===== config.mk =====
export PLATFORM = sky130hd
export DESIGN_NAME = frame_reader
export DESIGN_NICKNAME = d
export VERILOG_FILES = /design/src/rtl/frame_reader_pkg.sv /design/src/rtl/frame_reader_rgb565_to_gray.sv /design/src/rtl/frame_reader.sv
export SDC_FILE = /design/constraint.sdc
export NUM_CORES = 1
export LEC_CHECK = 0
export CORE_ASPECT_RATIO = 0.75
export CORE_MARGIN = 2
export CORE_UTILIZATION = 35
export CTS_CLUSTER_DIAMETER = 200
export DETAILED_ROUTE_END_ITERATION = 7
export GPL_TIMING_DRIVEN = 0
export SETUP_SLACK_MARGIN = 0.5
export SLEW_MARGIN = 15
export SYNTH_ARGS = -nofsm -noshare
export SYNTH_HDL_FRONTEND = slang
export SYNTH_SLANG_ARGS = --single-unit

===== constraint.sdc =====
create_clock -name clk -period 2.4 [get_ports clk]
set_input_delay 0.24 -clock clk [delete_from_list [all_inputs] [get_ports clk]]
set_output_delay 0.24 -clock clk [all_outputs]
set_load 0.05 [all_outputs]

===== src/rtl/frame_reader_pkg.sv =====
// Shared types and constants for the frame reader: FSM encoding, RGB565 field
// positions and the luma coefficients used by the optional grayscale path.
package frame_reader_pkg;

  typedef enum logic [2:0] {
    S_IDLE  = 3'd0,
    S_RD_HI = 3'd1,
    S_RD_LO = 3'd2,
    S_CAP   = 3'd3,
    S_OUT   = 3'd4,
    S_DONE  = 3'd5
  } state_t;

  localparam int R_MSB = 15;
  localparam int R_LSB = 11;
  localparam int G_MSB = 10;
  localparam int G_LSB = 5;
  localparam int B_MSB = 4;
  localparam int B_LSB = 0;

  // Luma weights scaled by 256; they sum to exactly 256 so white maps to 255.
  localparam logic [15:0] Y_COEF_R = 16'd77;
  localparam logic [15:0] Y_COEF_G = 16'd150;
  localparam logic [15:0] Y_COEF_B = 16'd29;

endpackage


===== src/rtl/frame_reader_rgb565_to_gray.sv =====
// Combinational RGB565 -> luma converter, result re-packed as a gray RGB565 word.
// Only instantiated by frame_reader when GRAYSCALE_EN is defined.
module rgb565_to_gray
  import frame_reader_pkg::*;
(
  input  logic [15:0] rgb,
  output logic [15:0] gray
);

  logic [7:0]  r8, g8, b8, y;
  logic [15:0] y16;

  // Replicate the top bits so full-scale fields expand to exactly 8'hFF.
  assign r8 = {rgb[R_MSB:R_LSB], rgb[R_MSB -: 3]};
  assign g8 = {rgb[G_MSB:G_LSB], rgb[G_MSB -: 2]};
  assign b8 = {rgb[B_MSB:B_LSB], rgb[B_MSB -: 3]};

  assign y16 = ({8'd0, r8} * Y_COEF_R) + ({8'd0, g8} * Y_COEF_G) + ({8'd0, b8} * Y_COEF_B);
  assign y   = 8'(y16 >> 8);

  assign gray = {y[7:3], y[7:2], y[7:3]};

endmodule


===== src/rtl/frame_reader.sv =====
// Drains a captured frame from the byte-wide frame buffer as RGB565 pixels with
// sof/eol/eof markers. Define GRAYSCALE_EN to emit luma-converted pixels instead.
module frame_reader
  import frame_reader_pkg::*;
#(
  parameter int H_RES     = 160,
  parameter int V_RES     = 120,
  parameter int BUFF_BITS = 16
) (
  input  logic                 clk,
  input  logic                 rst,
  input  logic                 start_read,
  input  logic                 frame_captured,
  output logic [BUFF_BITS-1:0] buf_addr,
  output logic                 buf_rd,
  input  logic [7:0]           buf_rdata,
  output logic [15:0]          pix_data,
  output logic                 pix_valid,
  input  logic                 pix_ready,
  output logic                 pix_sof,
  output logic                 pix_eol,
  output logic                 pix_eof,
  output logic                 read_done
);

  localparam int COL_W = (H_RES > 1) ? $clog2(H_RES) : 1;
  localparam int ROW_W = (V_RES > 1) ? $clog2(V_RES + 1) : 1;
  localparam int KW    = BUFF_BITS - 1;

  state_t           state;
  logic [COL_W-1:0] col;
  logic [ROW_W-1:0] row;
  logic [KW-1:0]    k;
  logic [7:0]       hi_reg;
  logic [15:0]      cap_word, cap_pix;
  logic             last_col, last_row;

  assign cap_word = {hi_reg, buf_rdata};
  assign last_col = (col == COL_W'(H_RES - 1));
  assign last_row = (row == ROW_W'(V_RES - 1));

`ifdef GRAYSCALE_EN
  rgb565_to_gray u_gray (
    .rgb  (cap_word),
    .gray (cap_pix)
  );
`else
  assign cap_pix = cap_word;
`endif

  always_ff @(posedge clk) begin
    if (rst) begin
      state     <= S_IDLE;
      col       <= '0;
      row       <= '0;
      k         <= '0;
      hi_reg    <= '0;
      buf_addr  <= '0;
      buf_rd    <= 1'b0;
      pix_data  <= '0;
      pix_valid <= 1'b0;
      pix_sof   <= 1'b0;
      pix_eol   <= 1'b0;
      pix_eof   <= 1'b0;
      read_done <= 1'b0;
    end else if (state != S_IDLE && !start_read) begin
      // Abort: any pending pixel is dropped and the next trigger starts over.
      state     <= S_IDLE;
      col       <= '0;
      row       <= '0;
      k         <= '0;
      buf_rd    <= 1'b0;
      pix_valid <= 1'b0;
      pix_sof   <= 1'b0;
      pix_eol   <= 1'b0;
      pix_eof   <= 1'b0;
      read_done <= 1'b0;
    end else begin
      case (state)
        S_IDLE: begin
          if (start_read && frame_captured) begin
            state    <= S_RD_HI;
            col      <= '0;
            row      <= '0;
            k        <= '0;
            buf_rd   <= 1'b1;
            buf_addr <= '0;
          end
        end
        S_RD_HI: begin
          state    <= S_RD_LO;
          buf_rd   <= 1'b1;
          buf_addr <= {k, 1'b1};
        end
        S_RD_LO: begin
          // High byte from the RD_HI read is on buf_rdata now.
          hi_reg <= buf_rdata;
          buf_rd <= 1'b0;
          state  <= S_CAP;
        end
        S_CAP: begin
          pix_data  <= cap_pix;
          pix_valid <= 1'b1;
          pix_sof   <= (col == '0) && (row == '0);
          pix_eol   <= last_col;
          pix_eof   <= last_col && last_row;
          state     <= S_OUT;
        end
        S_OUT: begin
          if (pix_ready) begin
            pix_valid <= 1'b0;
            pix_sof   <= 1'b0;
            pix_eol   <= 1'b0;
            pix_eof   <= 1'b0;
            k         <= k + KW'(1);
            if (last_col) begin
              col <= '0;
              row <= row + ROW_W'(1);
            end else begin
              col <= col + COL_W'(1);
            end
            if (last_col && last_row) begin
              state     <= S_DONE;
              read_done <= 1'b1;
            end else begin
              state    <= S_RD_HI;
              buf_rd   <= 1'b1;
              buf_addr <= {k + KW'(1), 1'b0};
            end
          end
        end
        S_DONE: begin
          read_done <= 1'b1;
        end
        default: state <= S_IDLE;
      endcase
    end
  end

endmodule


# ---- Word-level counts from Yosys, hierarchy flattened
# Index checks and enable logic that the tools add are counted.
dict set report totals {
  reg_bits 79
  input_bits 13
  output_inout_bits 38
}
dict set report classes {
  add_sub_neg 3
  eq_ne 12
  n_mux 31
  bitwise_logic 2
  n_reduce_logical 24
}
# operator n
set ops {}
lappend ops {{2-to-1 mux 16 bit} 3}
lappend ops {{case mux 16 bit (3 select lines)} 1}
lappend ops {{2-to-1 mux 15 bit} 2}
lappend ops {{case mux 15 bit (2 select lines)} 1}
lappend ops {{2-to-1 mux 8 bit} 3}
lappend ops {{2-to-1 mux 7 bit} 3}
lappend ops {{case mux 3 bit (6 select lines)} 1}
lappend ops {{case mux 8 bit (2 select lines)} 1}
lappend ops {{adder 15 x 1 -> 15 bit, second input constant} 1}
lappend ops {{case mux 7 bit (2 select lines)} 1}
lappend ops {{inequality test 2 bit, second input constant} 5}
lappend ops {{case mux 1 bit (2 select lines)} 5}
lappend ops {{2-to-1 mux 3 bit} 3}
lappend ops {{AND reduction 3 bit} 3}
lappend ops {{adder 8 x 1 -> 8 bit, second input constant} 1}
lappend ops {{equality test 8 bit, second input constant} 1}
lappend ops {{logical NOT 8 bit} 1}
lappend ops {{AND reduction 4 bit} 2}
lappend ops {{adder 7 x 1 -> 7 bit, second input constant} 1}
lappend ops {{equality test 7 bit, second input constant} 1}
lappend ops {{logical NOT 7 bit} 1}
lappend ops {{equality test 3 x 2 -> 1 bit, second input constant} 2}
lappend ops {{equality test 3 bit, second input constant} 2}
lappend ops {{2-to-1 mux 1 bit} 6}
lappend ops {{12 further kinds} 21}

# ---- Logic depth before layout (Yosys ltp)
# Gate-level depths: netlist (run 1).
dict set report logic_depth {
  depth_word 5
  ltp_mapped 7
  depth_no_buf 6
}

# ---- Worst setup path before layout (run 1)
# Ideal clock, no wire load.
dict set report synth_path {
  path_kind {flip-flop to flip-flop}
  startpoint {register col[0]}
  endpoint {register row[5]}
  setup_time_ns 0.070
  arrival_ns 1.760
  required_time_ns 2.330
  path_slack_ns 0.570
  stages_incl_launch_ff 7
  n_path_buf 0
  synth_period_minus_slack_ns 1.830
  cell_sequence {dfxtp_1 -> ha_1 -> and4_1 -> a31o_2 -> nand2_1 -> or4_1 -> a21oi_1}
}
dict set report synth_between {
  elab_chain_cells 3
}
# element line_no
set synth_rtl {}
lappend synth_rtl {{start: declaration} frame_reader.sv:31} ;# logic [COL_W-1:0] col;
lappend synth_rtl {{start signal: assignment} frame_reader.sv:120} ;# col <= col + COL_W'(1);
lappend synth_rtl {{equality test 8 bit} frame_reader.sv:39} ;# assign last_col = (col == COL_W'(H_RES - 1));
lappend synth_rtl {{inequality test 2 bit (no line)} --}
lappend synth_rtl {{AND reduction 4 bit (no line)} --}
lappend synth_rtl {{end signal: assignment} frame_reader.sv:118} ;# row <= row + ROW_W'(1);
lappend synth_rtl {{end: declaration} frame_reader.sv:32} ;# logic [ROW_W-1:0] row;
# No other way between the ends.
# A chain may end at the register's enable or synchronous reset.

# ---- Worst setup path after layout (run 1)
dict set report layout_path {
  startpoint {register state[2]}
  endpoint {register buf_addr[10]}
}
dict set report layout_between {
  elab_chain_cells 4
}
# element line_no
set layout_rtl {}
lappend layout_rtl {{start: declaration} frame_reader.sv:30} ;# state_t state;
lappend layout_rtl {{start signal: assignment} frame_reader.sv:53} ;# state <= S_IDLE;
lappend layout_rtl {{start signal: assignment} frame_reader.sv:68} ;# state <= S_IDLE;
lappend layout_rtl {{start signal: assignment} frame_reader.sv:82} ;# state <= S_RD_HI;
lappend layout_rtl {{branches (longest 4 deep; another with AND reduction 5 bit)} --}
lappend layout_rtl {{end signal: assignment} frame_reader.sv:93} ;# buf_addr <= {k, 1'b1};
lappend layout_rtl {{end signal: assignment} frame_reader.sv:128} ;# buf_addr <= {k + KW'(1), 1'b0};
lappend layout_rtl {{end: declaration} frame_reader.sv:14} ;# output logic [BUFF_BITS-1:0] buf_addr,
# Several ways; the timed one is not identified.

==> metrics, run 1 <==
status=complete, no violations; CP endpoint kind=flop; Lkg Pwr=between 1.5 and 2 nW; Crit path required time=2.65 ns; fin cells=672; GRT overflow=0; Final nets=549; Rel. slew slack=59.0%; vias per cell=5.37; Seq/Total Area, Yosys=43.3%; router iterations before antenna repair=5; fill count=roughly 1000; Hold Fails Final Rpt=0; startpoint types=flop; post-synth design cell area=3650 µm²; RSZ-0062 raised after global routing=true; via count=between 3000 and 4000; # H-tree levels=3; IO buf count=50; core area=slightly above 10000 µm²; CTS Buffer Depth=2; Final ANT Viol Nets=0; Synth warnings=0; Routed WL per cell=around 16 µm; endpoints failing setup=0; Ports=51; TritonCTS Sinks=79; post-synth top area share=43.3%; wire length on met1=4.93 mm; largest net degree at the start of global routing=15; CTS tree=done; FP Rows=32; detailed placer's ending HPWL=7.18 mm; VDD IR max=around 560 µV; Worst Hold Class=in2reg; Worst-Margin Slew=0.613 ns; critical path arrival=2.13 ns; Die ar.=approximately 11000 µm²; vias in the first global route=3392; post-placement setup slack=0.0335 ns; GRT Total Usage=18.6%; synthesized area per cell=approximately 8.0 µm²; Post-Syn Nets=476; total of max-cap violations=0; routed wl met2=4.61 mm; root buffer cell=clkbuf_16; Final WS setup=0.517 ns; Post-synth EDFFs=0; Die Height=92.5 µm; worst clock skew=0.00590 ns; Layout area overhead=36.1%; Top Registers=buf_addr: 16 flops, pix_data: 16 flops, k: 15 flops; Power Density=800 nW/µm²; asr flop ratio synth=0%; final wirelength=10.4 mm; RePlAce Congestion=0.860; Syn Inst Count=458; Initial Util=a little over a third; highest metal used=met4; Tot Pwr=3.98 mW; top cells by area, synth=dfxtp_1, nor2_1, nand2_1; post-layout min period=between 1.5 and 2 ns; First DRT Iteration DRCs=270; wire length of the first global-routing pass=16.7 mm; CTS Hold Buffers Added=0; Synth cell types=between 50 and 60; Tcrit/Tclk final=78.5%; placed cells=644; Die Span X=122 µm; WS Path Type=reg2reg; met3 wire length=766 µm; Max FO, Critical Path=6; Most used DFF post-synth=dfxtp_1; initial antenna violation count=0; Slew Limit Fails=0; cell taking the most area after synthesis=dfxtp_1; worst-skew pair later-pin latency=0.34 ns; Residual DRC=0; ant diodes=0; FF+latch count, synth=79; CTS Buf Count=9; Worst-path clk slew=0.06 ns; Final TNS setup=0 ns; max frequency=531 MHz; layout cells sized above 1=about 17%
## report_power, final
part           switching [mW]  total, mW  internal (mW)  leakage, nW
clock network           0.556       1.40          0.839        0.149
registers              0.0537       1.45           1.39        0.644
logic                   0.720       1.14          0.417        0.930
## synth_stat cells (2+ instances only)
library cell,n
a211oi_1,15
a21o_1,2
a21oi_1,46
a22oi_1,4
a311oi_1,8
a31o_2,2
a31oi_1,5
and2_1,5
and3_1,5
and4_1,3
buf_1,2
buf_2,6
clkbuf_1,21
dfxtp_1,79
ha_1,5
inv_1,6
mux2i_1,9
nand2_1,65
nand2b_1,2
nand3_1,16
nand3b_1,5
nand4_1,10
nor2_1,68
nor3_1,6
nor3b_1,3
nor4_1,3
o21ai_0,9
o21ai_1,5
o21bai_1,3
or2_1,2
or3_1,3
or4_1,6
xnor2_1,4
xor2_1,8
## metrics by stage
stage | hold slack [ns] | instance area [µm²] | utilization [%]
after floorplan | 0.376 | 3650 | -
after global placement | 0.442 | 4330 | 42.4
after detailed placement | 0.444 | 4330 | 42.4
after CTS | 0.451 | 4730 | 46.3
after global routing | 0.425 | 4970 | 48.7
final | 0.413 | 4970 | 48.7
## logic make-up (layout without fill, tap and decap cells)
group	after synthesis	in the layout	synth area share [%]
muxes	9	9	2.47
buffers and inverters	38	116	4.42
and+or+nand+nor	205	205	26.1
adders and majority gates	5	5	1.71
AOI/OAI and AO/OA	110	110	19.1
xor gates and xnor gates	12	12	2.88
DFF	79	79	43.3
## cell usage in the layout (no fill, tap or decap), types with 3 or more instances in the layout
| cell type | n |
|---|---|
| dfxtp_1 | 70 |
| nor2_1 | 65 |
| nand2_1 | 64 |
| clkdlybuf4s50_1 | 49 |
| a21oi_1 | 46 |
| nand3_1 | 15 |
| a211oi_1 | 13 |
| nand4_1 | 10 |
| buf_4 | 10 |
| buf_6 | 9 |
| mux2i_1 | 9 |
| clkbuf_16 | 9 |
| xor2_1 | 8 |
| o21ai_1 | 8 |
| dfxtp_2 | 8 |
| clkbuf_1 | 7 |
| buf_2 | 7 |
| inv_1 | 6 |
| a311oi_1 | 6 |
| o21ai_0 | 6 |
| or4_1 | 6 |
| and2_1 | 5 |
| and3_1 | 5 |
| clkbuf_4 | 5 |
| nand3b_1 | 5 |
| clkbuf_2 | 5 |
| a31oi_1 | 4 |
| xnor2_1 | 4 |
| a22oi_1 | 4 |
| o21bai_1 | 3 |
| nor2_2 | 3 |
| nor3_1 | 3 |
| a311oi_2 | 3 |
| ha_1 | 3 |
## per-layer routing
metal  global-route usage [%]  vias up
li1                         -     1779
met1                     25.5     1696
met2                     28.8      123
met3                     4.93       11
met4                     5.46        0
met5                        0        -
## repair_timing
action	CTS	global route
setup endpoints to repair	58	66
buffers inserted	3	7
gates resized for setup	26	75
pin swaps	3	12
gates cloned	0	2
## worst max-delay path, cell delays in order (launching register included)
cell and delay [ns]:
dfxtp_2 0.36, buf_6 0.13, or3b_4 0.42, o31a_1 0.43
buf_6 0.19, a311oi_2 0.26
## area by class of cell
type / count / area (µm²) / area share [%]
Clock inverter: 6 / 68.8 / 1.38
Tap cell: 136 / 170 / 3.42
Buffer: 31 / 199 / 4.00
Sequential cell: 79 / 1600 / 32.1
Clock buffer: 10 / 239 / 4.80
Inverter: 7 / 26.3 / 0.528
Timing Repair Buffer: 62 / 604 / 12.1
Multi-Input combinational cell: 341 / 2070 / 41.6
## worst paths after layout
kind / cells after the start / end / from / slack, ns
setup / recovery: 5 / buf_addr[10]$_SDFFE_PP0P_ / state[2]$_SDFFE_PP0P_ / 0.52
hold / removal: 3 / state[2]$_SDFFE_PP0P_ / start_read / 0.41
setup reg to reg: 5 / buf_addr[10]$_SDFFE_PP0P_ / state[2]$_SDFFE_PP0P_ / 0.52
hold reg to reg: 2 / pix_data[11]$_SDFFE_PP0P_ / hi_reg[3]$_SDFFE_PP0P_ / 0.45
Note: power is estimated with default switching activity, not from simulation.
==> run 2, diff against run 1 <==
==> constraint.sdc (replaced) <==
create_clock -name clk -period 1.5 [get_ports clk]
set_input_delay 0.15 -clock clk [delete_from_list [all_inputs] [get_ports clk]]
set_output_delay 0.15 -clock clk [all_outputs]
set_load 0.05 [all_outputs]
==> run 2 against run 1 <==
  * The run now ends with negative setup slack left
  * Largest cell class unchanged
  * Sequential power increased by 63%
  * Sequential share of layout area fell by 6.0 points
  * Combinational power rose to 2.7 times the previous value
  * Die area stayed put
  * Worst setup slack worse by 0.86 ns
  * Fmax grew 1.9%
  * Cell count up 7.4%
  * Utilization rose by 13 points
  * First-iteration DRC count fell by 6.7%
  * Wire length up 22%
  * Clock skew is 0.0022 ns higher
==> metrics, run 2 (synthesis gave the netlist of run 1 again) <==
status=finished, violations left (was complete, no violations); failing checks=negative setup slack; Worst Path Buf+Inv=2 (unchanged); WS Path Type=reg2reg (unchanged); Worst-Margin Slew=0.703 ns (was 0.613 ns); CTS Buffer Depth=2 (unchanged); Worst Hold Class=in2reg (unchanged); router iterations before antenna repair=5 (unchanged); total of max-cap violations=0 (unchanged); RSZ-0062 raised after global routing=true (unchanged); via count=3917 (was 3609); Hold Fails Final Rpt=0 (unchanged); post-layout min period=1.85 ns (was 1.88 ns); placed cells=644 (unchanged); Initial Util=35.8% (unchanged); detailed placer's ending HPWL=7.36 mm (was 7.18 mm); Lkg Pwr=2.33 nW (was 1.72 nW); Slew Limit Fails=0 (unchanged); core area=10200 µm² (unchanged); wire length of the first global-routing pass=19.0 mm (was 16.7 mm); CP endpoint kind=flop (unchanged); Final ANT Viol Nets=0 (unchanged); ant diodes=0 (unchanged); most frequent cells in the layout=nand2_1, buf_4, dfxtp_2 (was dfxtp_1, nor2_1, nand2_1); Worst-path clk slew=0.07 ns (was 0.06 ns); CTS Buf Count=9 (unchanged); GRT overflow=0 (unchanged); Crit path required time=1.75 ns (was 2.65 ns); worst-skew pair later-pin latency=0.34 ns (about the same); GRT Total Usage=21.6% (was 18.6%); initial antenna violation count=0 (unchanged); fin cells=722 (was 672); CTS Hold Buffers Added=0 (unchanged); crit-path cells=buf_6 > or3b_4 > o31a_4 > buf_8 > a311oi_2 (was buf_6 > or3b_4 > o31a_1 > buf_6 > a311oi_2); Final WS setup=-0.348 ns (was 0.517 ns); critical path arrival=2.10 ns (was 2.13 ns); FP Rows=32 (unchanged); Routed WL per cell=17.7 µm (was 15.5 µm); Tcrit/Tclk final=123% (was 78.5%); worst clock skew=0.00812 ns (was 0.00590 ns); vias per cell=5.43 (was 5.37); max frequency=541 MHz (was 531 MHz); Die Span X=122 µm (unchanged); Top Registers=buf_addr: 16 flops, pix_data: 16 flops, k: 15 flops (unchanged); Crit path largest cell delay=0.45 ns (was 0.43 ns); TritonCTS Sinks=79 (unchanged); Ports=51 (unchanged); Final nets=599 (was 549); Power Density=1190 nW/µm² (was 800 nW/µm²); vias in the first global route=3714 (was 3392); Die Height=92.5 µm (unchanged); Max FO, Critical Path=7 (was 6); VDD IR max=661 µV (was 563 µV); layout cells sized above 1=51.5% (was 17.0%); # H-tree levels=3 (unchanged); CTS tree=done (unchanged); Die ar.=11300 µm² (unchanged); Tot Pwr=7.54 mW (was 3.98 mW); delay-heaviest family, CP=compound AO/OA/AOI/OAI gates (unchanged); Residual DRC=0 (unchanged); Layout area overhead=73.6% (was 36.1%); First DRT Iteration DRCs=252 (was 270); most common cell after layout, fill and taps aside=nand2_1 (was dfxtp_1); RePlAce Congestion=0.875 (was 0.860); largest net degree at the start of global routing=16 (was 15); Rel. slew slack=53.2% (was 59.0%); final wirelength=12.8 mm (was 10.4 mm); root buffer cell=clkbuf_16 (unchanged); endpoints failing setup=55 (was 0); IO buf count=50 (unchanged); startpoint types=flop (unchanged); critical path's slowest cell=o31a_4 (was o31a_1)
run 2: changes by cell type in the layout (fill, tap and decap cells not counted), sizes merged:
cell and change:
buf +88, clkdlybuf4s50 -38, bufinv -1, clkbuf -1, clkinv +1, dlygate4sd2 +1, dlymetal6s2s -1, inv +1
run 2: final timing paths:
path	endpoint	depth (start not counted)	slack, ns	start
setup / recovery	buf_addr[9]$_SDFFE_PP0P_	5	-0.35	state[2]$_SDFFE_PP0P_
hold / removal	pix_data[5]$_SDFFE_PP0P_	3	0.40	buf_rdata[5]
setup reg to reg	buf_addr[9]$_SDFFE_PP0P_	5	-0.35	state[2]$_SDFFE_PP0P_
hold reg to reg	pix_data[9]$_SDFFE_PP0P_	2	0.45	hi_reg[1]$_SDFFE_PP0P_
run 2: where the power goes:
| part | leakage (nW) | internal, mW | switching [mW] |
|---|---|---|---|
| Sequential | 0.662 | 2.25 | 0.124 |
| Combinational | 1.53 | 1.48 | 1.61 |
| Clock | 0.136 | 1.14 | 0.942 |
run 2: routing by layer:
| metal | wire [µm] | global-route usage (%) | share of wire [%] | up-vias |
|---|---|---|---|---|
| met2 | 6070 | 34.4 | 48 | 117 |
| li1 | - | - | - | 1875 |
| met1 | 5720 | 29.9 | 45 | 1903 |
| met5 | 0 | 0 | 0 | - |
| met4 | 209 | 6.23 | 1.6 | 0 |
| met3 | 756 | 3.88 | 5.9 | 22 |
run 2: what timing repair did:
| action | in CTS | in global routing |
|---|---|---|
| gates cloned | 7 | 2 |
| buffers inserted | 38 | 15 |
| pin swaps | 33 | 33 |
| setup endpoints to repair | 117 | 99 |
| resized for setup | 418 | 115 |
run 2: area by class of cell:
class / count / area (µm²)
fill: 841 / 3860
sequential: 79 / 1660
inverter: 7 / 28.8
multi-input combinational: 341 / 2550
clock buffer: 9 / 225
tap: 136 / 170
buffer: 31 / 367
clock inverter: 7 / 56.3
timing repair buffer: 112 / 1290
run 2: per-stage QoR:
| stage | hold WS (ns) | cell area [µm²] | utilization [%] | TNS [ns] | worst slack (ns) |
|---|---|---|---|---|---|
| 2_1_floorplan | 0.286 | 3860 | - | -5.11 | -0.295 |
| 3_3_place_gp | 0.438 | 4530 | 44.4 | -32.67 | -0.737 |
| 3_5_place_dp | 0.446 | 4530 | 44.4 | -33.46 | -0.773 |
| 4_1_cts | 0.388 | 5770 | 56.5 | -10.48 | -0.331 |
| 5_1_grt | 0.418 | 6340 | 62.1 | -14.35 | -0.391 |
| 6_report | 0.398 | 6340 | 62.1 | -11.37 | -0.348 |
run 2: worst reg2reg max path: cells and delay by family (launching register included):
| family | cells | cell delay (ns) |
|---|---|---|
| flops | 1 | 0.34 |
| simple gates | 1 | 0.43 |
| buf+inv | 2 | 0.30 |
| compound gates | 2 | 0.70 |
